`src/rtl/pipe_ctrl_pkg.sv`:
```
// rtl/pipe_ctrl_pkg.sv - shared pipeline-control defines: stall vectors, exception codes, controller states
package pipe_ctrl_pkg;

  localparam logic RST_ENABLE  = 1'b0;
  localparam logic RST_DISABLE = 1'b1;
  localparam logic STOP        = 1'b1;
  localparam logic NO_STOP     = 1'b0;

  // bit0 pc, bit1 IF, bit2 ID, bit3 EX, bit4 MEM, bit5 WB; a stalled stage holds everything upstream
  localparam logic [5:0] STALL_NONE = 6'b000000;
  localparam logic [5:0] STALL_IF   = 6'b000011;
  localparam logic [5:0] STALL_ID   = 6'b000111;
  localparam logic [5:0] STALL_EX   = 6'b001111;
  localparam logic [5:0] STALL_MEM  = 6'b011111;

  localparam logic [31:0] EXCTYPE_NONE = 32'h00000000;
  localparam logic [31:0] EXCTYPE_ERET = 32'h0000000e;

  typedef enum logic {
    CTRL_RUN     = 1'b0,
    CTRL_RECOVER = 1'b1
  } ctrl_state_t;

endpackage

```
`src/rtl/pipe_ctrl_stall_prio_enc.sv`:
```
// rtl/pipe_ctrl_stall_prio_enc.sv - strict-priority merge of per-stage stall requests
module stall_prio_enc
  import pipe_ctrl_pkg::*;
(
  input  logic       req_if,
  input  logic       req_id,
  input  logic       req_ex,
  input  logic       req_mem,
  output logic [5:0] stall
);

  always_comb begin
    stall = STALL_NONE;
    if (req_mem)      stall = STALL_MEM;
    else if (req_ex)  stall = STALL_EX;
    else if (req_id)  stall = STALL_ID;
    else if (req_if)  stall = STALL_IF;
  end

endmodule

```
`src/rtl/pipe_ctrl.sv`:
```
// rtl/pipe_ctrl.sv - pipeline controller: stall merge, exception/ERET flush sequencing, stall counter and watchdog
module pipe_ctrl
  import pipe_ctrl_pkg::*;
#(
  parameter logic [31:0] EXC_VECTOR    = 32'h00000020,
  parameter int          STALL_TIMEOUT = 1024,
  parameter int          CNT_W         = 32
) (
  input  logic             clk,
  input  logic             rst,
  input  logic             stallreq_from_if,
  input  logic             stallreq_from_id,
  input  logic             stallreq_from_ex,
  input  logic             stallreq_from_mem,
  input  logic [31:0]      excepttype_i,
  input  logic [31:0]      cp0_epc_i,
  output logic [5:0]       stall,
  output logic             flush,
  output logic [31:0]      new_pc,
  output logic [CNT_W-1:0] stall_cycles,
  output logic             stall_timeout,
  output logic             busy_recover
);

  localparam int RUN_W = $clog2(STALL_TIMEOUT) + 1;
  localparam logic [RUN_W-1:0] RUN_LAST = RUN_W'(STALL_TIMEOUT - 1);

  ctrl_state_t      state, state_nxt;
  logic [5:0]       prio_stall;
  logic [RUN_W-1:0] run_len;

  stall_prio_enc u_prio (
    .req_if  (stallreq_from_if),
    .req_id  (stallreq_from_id),
    .req_ex  (stallreq_from_ex),
    .req_mem (stallreq_from_mem),
    .stall   (prio_stall)
  );

  // Mealy outputs so the pipeline registers act on the same edge the request is seen
  always_comb begin
    state_nxt    = state;
    stall        = STALL_NONE;
    flush        = 1'b0;
    new_pc       = 32'h0;
    busy_recover = 1'b0;
    if (rst != RST_ENABLE) begin
      case (state)
        CTRL_RUN: begin
          if (excepttype_i != EXCTYPE_NONE) begin
            flush     = 1'b1;
            new_pc    = (excepttype_i == EXCTYPE_ERET) ? cp0_epc_i : EXC_VECTOR;
            state_nxt = CTRL_RECOVER;
          end else begin
            stall = prio_stall;
          end
        end
        // MEM still carries flushed state here, so its exception and stall requests are stale
        CTRL_RECOVER: begin
          busy_recover = 1'b1;
          state_nxt    = CTRL_RUN;
        end
        default: state_nxt = CTRL_RUN;
      endcase
    end
  end

  always_ff @(posedge clk) begin
    if (rst == RST_ENABLE) begin
      state         <= CTRL_RUN;
      stall_cycles  <= '0;
      stall_timeout <= 1'b0;
      run_len       <= '0;
    end else begin
      state <= state_nxt;
      if (stall != STALL_NONE && stall_cycles != {CNT_W{1'b1}})
        stall_cycles <= stall_cycles + CNT_W'(1);
      if (stall == STALL_NONE || flush)
        run_len <= '0;
      else if (run_len != RUN_LAST)
        run_len <= run_len + RUN_W'(1);
      if (stall != STALL_NONE && run_len == RUN_LAST)
        stall_timeout <= 1'b1;
    end
  end

  always_comb begin
    assert (!(flush && stall != STALL_NONE));
    assert ((stall & (stall + 6'd1)) == 6'd0);
  end

endmodule

```
`config.mk`:
```
export PLATFORM = sky130hd
export DESIGN_NAME = pipe_ctrl
export DESIGN_NICKNAME = d
export VERILOG_FILES = /design/src/rtl/pipe_ctrl_pkg.sv /design/src/rtl/pipe_ctrl_stall_prio_enc.sv /design/src/rtl/pipe_ctrl.sv
export SDC_FILE = /design/constraint.sdc
export NUM_CORES = 1
export LEC_CHECK = 0
export ABC_AREA = 1
export BUFFER_PORTS_ARGS = -buffer_cell sky130_fd_sc_hd__buf_4
export CAP_MARGIN = 25
export CORE_MARGIN = 2
export CORE_UTILIZATION = 34
export DETAILED_ROUTE_END_ITERATION = 8
export SYNTH_ARGS = -nofsm -noshare
export SYNTH_HDL_FRONTEND = slang
export SYNTH_SLANG_ARGS = --single-unit
export TNS_END_PERCENT = 10
```
`constraint.sdc`:
```
create_clock -name clk -period 2.6 [get_ports clk]
set_clock_uncertainty 0.2 [all_clocks]
set_input_delay 0.39 -clock clk [delete_from_list [all_inputs] [get_ports clk]]
set_output_delay 0.39 -clock clk [all_outputs]
set_load 0.01 [all_outputs]
```
==> After elaboration in Yosys (flattened, before gate mapping) <==
Index checks and enable logic that the tools add are counted.
{ "classes": {"addsub": 2, "eq_ne": 4, "muxes": 17, "bitwise": 2, "reduce_logical": 7} }
{ "op_table": {"columns": ["operator", "count"], "rows": [
  ["$mux W32", 4],
  ["$mux W6", 6],
  ["$add A32 B1 Y32 const B", 1],
  ["$eq A32 B4 Y1 const B", 1],
  ["$ne A32 B32 Y1 const B", 1],
  ["$reduce_bool A32 Y1", 1],
  ["$add A11 B1 Y11 const B", 1],
  ["$eq A11 B10 Y1 const B", 1],
  ["$ne A11 B10 Y1 const B", 1],
  ["$logic_not A6 Y1", 1],
  ["$reduce_bool A6 Y1", 1],
  ["$mux W1", 5],
  ["$logic_and A1 B1 Y1", 2],
  ["$mux W2", 1],
  ["$not A1 Y1", 2],
  ["$pmux W1 S2", 1],
  ["$reduce_or A2 Y1", 1],
  ["$logic_or A1 B1 Y1", 1]
]} }
{ "word_totals": {"regBits": 45, "output_inout_bits": 73, "wordCells": 36} }

==> Logic depth before layout (Yosys ltp) <==
Gate-level depths: netlist of run 1.
{ "logic_depth": {"word_depth": 10, "depth_mapped": 12, "mapped_depth_nobuf": 12} }

==> By module <==
Synthesis of run 1 repeated with hierarchy kept, for this count alone.
{ "hier_totals": {"cells_unflattened": 591, "area_unflattened_um2": 3360.7} }
{ "by_module_without_submodules": {"columns": ["module", "instances", "cells_per_inst", "area_per_inst_um2"], "rows": [
  ["pipe_ctrl", 1, 581, 3308.2],
  ["stall_prio_enc", 1, 10, 52.6]
]} }

==> Worst setup path after synthesis of run 1 <==
Ideal clock, no wire load.
{ "synth_timing": {"path_kind": "in2out", "startpoint": "input port excepttype_i[31]", "endpoint": "output port new_pc[10]", "arrival_time_ns": 1.564, "required_time_ns": 2.010, "slack_ns": 0.446, "path_stages": 9, "path_buffers": 1, "path_cell_list": "nor2_1 -> nand2_1 -> nor2_1 -> nand2_1 -> nor2_1 -> nor3_1 -> inv_1 -> buf_2 -> nor2_1"} }
{ "synth_between": {"elab_chain_cells": 5, "elab_cells_between_ends": 6, "classes_between": "eq/ne (1); mux (4); reduce/logical (1)"} }
{ "synth_lines": {"columns": ["element", "line_no", "source"], "rows": [
  ["start, declared", "pipe_ctrl.sv:15", "input logic [31:0] excepttype_i,"],
  ["$eq A32 B4 Y1", "pipe_ctrl.sv:52", "new_pc = (excepttype_i == EXCTYPE_ERET) ? cp0_epc_i : EXC_VECTOR;"],
  ["$mux W32", "pipe_ctrl.sv:52", null],
  ["$mux W32 (*)", "pipe_ctrl.sv:50", "if (excepttype_i != EXCTYPE_NONE) begin"],
  ["$mux W32 (*)", "pipe_ctrl.sv:48", "case (state)"],
  ["$mux W32 (*)", "pipe_ctrl.sv:47", "if (rst != RST_ENABLE) begin"],
  ["end, declared", "pipe_ctrl.sv:19", "output logic [31:0] new_pc,"]
]} }
Mark *: on every way between the ends. The rest lies on a longest branch, timed or not.

==> Final worst setup path of run 1 <==
{ "layout_timing": {"startpoint": "input port excepttype_i[9]", "endpoint": "output port new_pc[17]"} }
The elaborated chain is that of the path after synthesis.

==> results summary, run 1 <==
The number of enable-type register cells in the synthesized netlist came out at 0. The final number of hold-violating endpoints came to 0. For this block, the initial DRC count from the detailed router was 95. The fraction of the yosys area taken by sequential cells is 27.2%. In this run the worst hold path is classified as reg2reg. The via count of the first global-routing pass was 3674. The endpoint required time on the critical path is 2010 ps. The number of H-tree levels came out at 2.

The last weighted congestion value of the routability-driven placer is 0.893. In the layout the commonest cells are sky130_fd_sc_hd__nand2_1, sky130_fd_sc_hd__nor2_1, sky130_fd_sc_hd__buf_4. The worst-case setup slack after placement came out at 261 ps. The sum of routed wire length over all layers came out at 10.2 mm. The number of buffer and inverter stages on the critical path came out at 4. Among all stages on the critical path, the largest delay is contributed by sky130_fd_sc_hd__nor2_1. The library cell used most frequently in the layout, excluding fill and tap cells, is sky130_fd_sc_hd__nand2_1. The die boundary height is 103 um. Setup repair after global routing left no endpoint under its margin. The number of buffers between clock root and the deepest sink is 2. The cell family contributing the most delay on the critical path is simple AND/OR/NAND/NOR gates. The cell leakage power is 0.00213 uW. The net switching share of the total power is 24.4%. The number of rows in the core area came out at 36. For met3 alone, demand over resource in global routing was 4.41%. The sum of negative setup slack came out at 0 ps.

The post-CTS setup buffer count came out at 0. The total CTS buffers is 5. The overall power of the completed layout is 1270 uW. The area inside the core boundary is 9640 um2. The part of the cycle the worst path needs came out at 88.7%.

Dividing the detail-routed wire length by the instance count gives 11.8 um. The count of final setup violators came out at 0. The met1 demand-to-capacity share in global routing is 22.1%.

The wire length of the first global-routing pass is 16.2 mm. The number of antenna violations at the first check in global routing came out at 0. The final-layout worst hold slack came out at 249 ps. The floorplan die width came out at 103 um.

The final setup slack of the worst path is 294 ps. Buffers inserted to repair hold after CTS numbered 0. The sequential share of power is 54.5%.

The number of antenna repair diodes came out at 0. The flow ran to the end, and the final reports show no timing, DRC or antenna violations. The fraction of final layout cells sized beyond drive strength 1 is 22.8%.

The clock slew at the register clock pins of the worst setup and hold paths came out at 90 ps. The mean cell area of the mapped netlist came out at 5.54 um2. The routed layout has 3948 vias. After detailed routing, the number of vias per cell comes to 4.55.

In the synthesized netlist the dominant register cell turns out to be sky130_fd_sc_hd__dfxtp_1. The final period demand of the worst path is 2310 ps. The total number of yosys warnings is 0. The global routing stage identified its most utilized layer as met2. STA classifies the critical path startpoint as an input port. The number of sinks on the clock net is 45. The placed wire-length estimate after detailed placement is 8.25 mm. For this design the ratio of total power to cell area is 275 nW/um2. The floorplan step defined a die boundary enclosing 10600 um2. The post-cts gate resize count came out at 0. For this design the total switching power over the nets is 309 uW. At the later pin of the worst-skew pair, clock insertion delay measures 300 ps. The global-route usage over all layers is 19.5%. The number of antenna-violating nets in the routed design came out at 0. The final-report max-slew violation count came out at 0. The tree is rooted in a sky130_fd_sc_hd__clkbuf_8. The area overhead of the layout relative to synthesis is 38.7%. Walking the worst path, the cells encountered are buf_4 > nor2_1 > nand2_1 > nor2_1 > nand2_1 > nor2_1 > nor3_1 > inv_1 > buf_12 > nor2_1 > buf_4.

The count of cell types in the netlist is 29. In the routed design, unresolved DRC markers number 0. The pin count of the biggest net entering global routing came out at 37. The synthesized netlist occupies a cell area of 3320 um2. The clock network burns 35.1% of the power. After the last flow step, the layout net total stands at 806. The internal power component came out at 957 uW. Port buffering added 141 buffers. The largest voltage drop on the vdd net is 0.168 mV.

Along the worst path, the maximum fanout reaches 32. The number of ports placed on the die boundary is 143. The number of storage elements in the synthesis netlist is 45.

The utilization after layout is 47.7%. The length of the first detailed-routing pass in iterations came out at 4. The maximum clock frequency came out at 0.434 GHz. The setup path with the least slack is of type in2out. Across the run, the number of max-cap violations was 0. The most common cell type on the critical path is sky130_fd_sc_hd__nor2_1. The overflow left after global routing came out at 0.

The largest single stage delay on the critical path is 220 ps. Once the floorplan was initialized, standard cells occupied 34.4% of the core. The met2 usage in global routing came out at 35.6%. TritonCTS built the clock tree. For this run, asynchronously set or reset flops after synthesis account for 0%.

The post-synthesis net count is 671. The data arrival time at the worst-slack endpoint came out at 1720 ps. Of the total power, combinational logic draws 10.4%.

The number of cells produced by synthesis is 599. The worst setup path is captured at an output port.
-- sequential cells by signal, summed over array words and instances (netlist names) --
register	cells
state	1
stall_cycles	32
stall_timeout	1
run_len	11
-- worst register-to-register path, stage by stage, from the launching register on --
cell                      delay, ps
sky130_fd_sc_hd__dfxtp_1        420
sky130_fd_sc_hd__ha_1           290
sky130_fd_sc_hd__nand3_2        120
sky130_fd_sc_hd__nor2_4         190
sky130_fd_sc_hd__nand3_2        130
sky130_fd_sc_hd__nor2_4         160
sky130_fd_sc_hd__nand4_4        110
sky130_fd_sc_hd__nand2_4        330
sky130_fd_sc_hd__nand2_1        110
sky130_fd_sc_hd__nand2_1         70
sky130_fd_sc_hd__nor2_1          50
-- cell usage after synthesis, types with 3 or more instances --
master                       n  share of area [%]
sky130_fd_sc_hd__nand2_1   203                 23
sky130_fd_sc_hd__nor2_1    155                 18
sky130_fd_sc_hd__inv_1      64                7.2
sky130_fd_sc_hd__dfxtp_1    45                 27
sky130_fd_sc_hd__nand3_1    37                5.6
sky130_fd_sc_hd__xor2_1     17                4.5
sky130_fd_sc_hd__a21oi_1    15                2.3
sky130_fd_sc_hd__buf_2      10                1.5
sky130_fd_sc_hd__nor3_1      8                1.2
sky130_fd_sc_hd__clkbuf_1    6               0.68
sky130_fd_sc_hd__buf_4       5                1.1
sky130_fd_sc_hd__nand4_1     5               0.94
sky130_fd_sc_hd__o21ai_0     5               0.75
sky130_fd_sc_hd__nand3b_1    3               0.68
-- through the flow --
stage	instance area (um2)	instances
after CTS	4600	867
final	4600	867
after detailed placement	4520	860
after floorplan	3320	599
after global routing	4600	867
after global placement	4520	860
-- per-layer routing --
| metal | up-vias | part of all wire [%] | routed length (um) |
|---|---|---|---|
| li1 | 2091 | - | - |
| met1 | 1706 | 41 | 4160 |
| met2 | 131 | 50 | 5100 |
| met3 | 20 | 6.4 | 657 |
| met4 | 0 | 2.8 | 282 |
| met5 | - | 0 | 0 |
-- final timing paths --
kind | cells after the start | startpoint | slack (ps) | endpoint
max | 11 | excepttype_i[9] | 290 | new_pc[17]
min | 2 | run_len[4] | 250 | run_len[4]
max reg2reg | 10 | stall_cycles[1] | 320 | stall_cycles[11]
min reg2reg | 2 | run_len[4] | 250 | run_len[4]
-- power groups by stage --
| stage | Combinational [uW] | Clock [uW] | Sequential (uW) |
|---|---|---|---|
| 5_1_grt | 145 | 479 | 691 |
| 6_report | 131 | 445 | 691 |
| 2_1_floorplan | 35.6 | 0 | 707 |
| 3_3_place_gp | 131 | 0 | 707 |
| 4_1_cts | 133 | 461 | 691 |
| 3_5_place_dp | 133 | 0 | 707 |
-- kinds of logic after synthesis --
logic type      synth area share [%]
compound gates                  3.85
xor+xnor                        5.02
fa+ha+maj                      0.754
buf+inv                         10.7
flops                           27.2
other cells                    0.113
simple gates                    52.4
-- cell type report --
| type | instances | area [um2] |
|---|---|---|
| clock buffer | 5 | 68.8 |
| clock inverter | 2 | 16.3 |
| fill | 1051 | 5040 |
| inverter | 65 | 244 |
| multi-input combinational | 468 | 2060 |
| sequential | 45 | 901 |
| tap | 133 | 166 |
| timing repair buffer | 149 | 1140 |
Note: power is estimated with default switching activity, not from simulation.
==> inputs of run 2 (changes only) <==
--- a/config.mk
+++ b/config.mk
@@ -6,11 +6,14 @@
 export NUM_CORES = 1
 export LEC_CHECK = 0
 export ABC_AREA = 1
+export ABC_CLOCK_PERIOD_IN_PS = 2600
 export BUFFER_PORTS_ARGS = -buffer_cell sky130_fd_sc_hd__buf_4
 export CAP_MARGIN = 25
 export CORE_MARGIN = 2
 export CORE_UTILIZATION = 34
+export CTS_CLUSTER_DIAMETER = 40
 export DETAILED_ROUTE_END_ITERATION = 8
+export GPL_TIMING_DRIVEN = 0
 export SYNTH_ARGS = -nofsm -noshare
 export SYNTH_HDL_FRONTEND = slang
 export SYNTH_SLANG_ARGS = --single-unit
==> run 2 against run 1 <==
Final area grew 1.2%. Register-to-register slack lost 100 ps. Clock power grew 7.0%. Core utilization grew 0.57 points. Critical endpoint is now stall[1].
==> results summary, run 2 (synthesis results as in run 1) <==
During placement, the flow inserted port buffers numbering 141. In this run the core area contains 36 standard-cell rows. The largest registers in the layout are stall_cycles x32, run_len x11. The final period demand of the worst path is 2410 ps. The peak fanout along the critical path is 11. The sum of negative setup slack came out at 0 ps. The overflow left after global routing is 0.

The number of maximum-capacitance violations is 0. The sum of routed wire length over all layers is 10.7 mm. The delay of the slowest cell on the worst path came out at 350 ps. For this run, the top clock speed supported by timing is 0.415 GHz. Final hold analysis gives a worst-case slack of 186 ps. The final net count is 820. The number of antenna-violating nets in the routed design is 0.

Clock-pin slew was measured on the worst setup and hold paths at 100 ps. The utilization after layout is 48.3%. The final-report max-slew violation count came out at 0. The final number of hold-violating endpoints is 0.

The number of ports placed on the die boundary is 143. For this design the ratio of total power to cell area is 278 nW/um2. TritonCTS built the clock tree. Traced cell by cell, the critical path runs through nor2_1 > nand2_1 > nor3_4 > buf_2 > buf_4 > buf_4. The placed wire-length estimate after detailed placement came out at 8.68 mm. The clock latency at the later pin of the worst-skew pair came out at 310 ps. The worst pin sits at a relative slew slack of 65.4%. Before CTS, the worst setup slack after placement is 27.1 ps. The largest register by flop count is stall_cycles.

The number of DRC markers in iteration 0 is 155. The effective utilization at floorplan is 34.4%. The count of hold buffers inserted by post-cts repair came out at 0.

The worst setup path is launched from a flop. Setup repair after global routing left no endpoint under its margin. The endpoint kind of the worst setup timing path is an output port. The slowest stage of the critical path belongs to the cell sky130_fd_sc_hd__dfxtp_1.

The number of antenna repair diodes came out at 0. The area overhead of the layout relative to synthesis is 40.4%. The overall via count from detail_route came out at 4019. Together, buffers and inverters on the worst path number 3.

The number of sinks on the clock net came out at 45. The area inside the core boundary is 9640 um2. The pin count of the biggest net entering global routing is 17. The flip-flop count of the largest register, all copies and words added is 32. The number of H-tree levels came out at 2. The floorplan step defined a die boundary enclosing 10600 um2.

The cell family contributing the most delay on the critical path is simple AND/OR/NAND/NOR gates. The library cells used most frequently in the layout, excluding fill and tap cells, are sky130_fd_sc_hd__nand2_1, sky130_fd_sc_hd__nor2_1, sky130_fd_sc_hd__buf_4. The number of antenna violations at the first check in global routing was 0. STA puts the critical path data required time at 2010 ps. Cells with a size suffix above 1 make up 24.4% of the layout.

The category of the critical setup timing path is reg2out. After detailed routing, the number of vias per cell comes to 4.56. CTS placed an instance of sky130_fd_sc_hd__clkbuf_8 at the clock tree root. The floorplan die width came out at 103 um. The via count of the first global-routing pass came out at 3620. The count of final setup violators came out at 0. The final critical path takes up 92.6% of the cycle. In this run the worst hold path is classified as in2reg. The cell leakage power is 0.00217 uW. The routed wire length per instance came out at 12.1 um. For this run, the detailed router's first-pass iteration total came to 5. The number of inserted filler cells in the final layout is 1065. The most common cell type on the critical path is sky130_fd_sc_hd__buf_4. The global-route usage over all layers is 20.3%. Routability-driven placement finished with a final weighted congestion of 0.932. Leaving out fill and tap cells, the most frequent cell in the layout is sky130_fd_sc_hd__nand2_1. The detailed-route DRC error count is 0. The data arrival time at the worst-slack endpoint came out at 1820 ps. The largest voltage drop on the vdd net is 0.160 mV. The number of buffers between clock root and the deepest sink came out at 2. The total CTS buffers is 5. The run finished with clean final reports. For the pin with the worst max-slew slack, the measured transition is 519 ps. The wire length of the first global-routing pass came out at 16.9 mm. The overall power of the completed layout came out at 1300 uW. In the post-route analysis, the smallest setup slack over all paths is 193 ps.

In this run the vertical extent of the chip is 103 um.
run 2: cell count changes in the layout (fill, tap and decap cells not counted), sizes merged:
| cell | previous run | this run |
|---|---|---|
| buf | 149 | 157 |
| clkbuf | 5 | 11 |
| clkinv | 1 | 0 |
| inv | 65 | 67 |
run 2: timing repair:
action,4_1_cts,5_1_grt
endpoints found under the setup margin,0,61
gates resized for setup,0,11
buffers inserted,0,1
run 2: power by group:
part | switching (uW) | internal (uW) | total (uW)
sequential | 0.988 | 689 | 690
clock | 280 | 197 | 476
combinational | 49.2 | 79.7 | 129
total | 330 | 965 | 1290
run 2: through the flow:
step,cells,area (um2)
global route,882,4660
global placement,873,4540
floorplan,599,3320
finish,882,4660
detailed placement,873,4540
CTS,881,4640
run 2: path summary, 6_finish.rpt:
kind,cells past startpoint,startpoint,to,slack [ps]
setup / recovery,6,state,stall[1],190
hold / removal,3,rst,stall_cycles[3],190
setup reg to reg,11,stall_cycles[0],stall_cycles[16],220
hold reg to reg,2,run_len[4],run_len[4],250
run 2: metal layers:
layer / part of all wire, % / vias to the layer above / wire length (um) / global-route usage [%]
met2: 51 / 137 / 5420 / 36.9
li1: - / 2115 / - / -
met4: 1.3 / 0 / 142 / 5.26
met3: 5.9 / 13 / 629 / 3.39
met5: 0 / - / 0 / 0
met1: 42 / 1754 / 4460 / 24.9
run 2: area by class of cell:
class                      count  area [um2]  share of cell area, %
clock inverter                 3        25.0                  0.537
tap                          133         166                   3.57
sequential                    45         906                   19.5
inverter                      65         244                   5.24
clock buffer                   5        68.8                   1.48
buffer                        21         114                   2.44
multi-input combinational    468        2070                   44.4
timing repair buffer         142        1070                   22.9
run 2: tightest hold or removal path, delay by kind of cell:
| family | cells | cell delay [ps] |
|---|---|---|
| buffers and inverters | 2 | 180 |
| AND/OR/NAND/NOR | 1 | 100 |
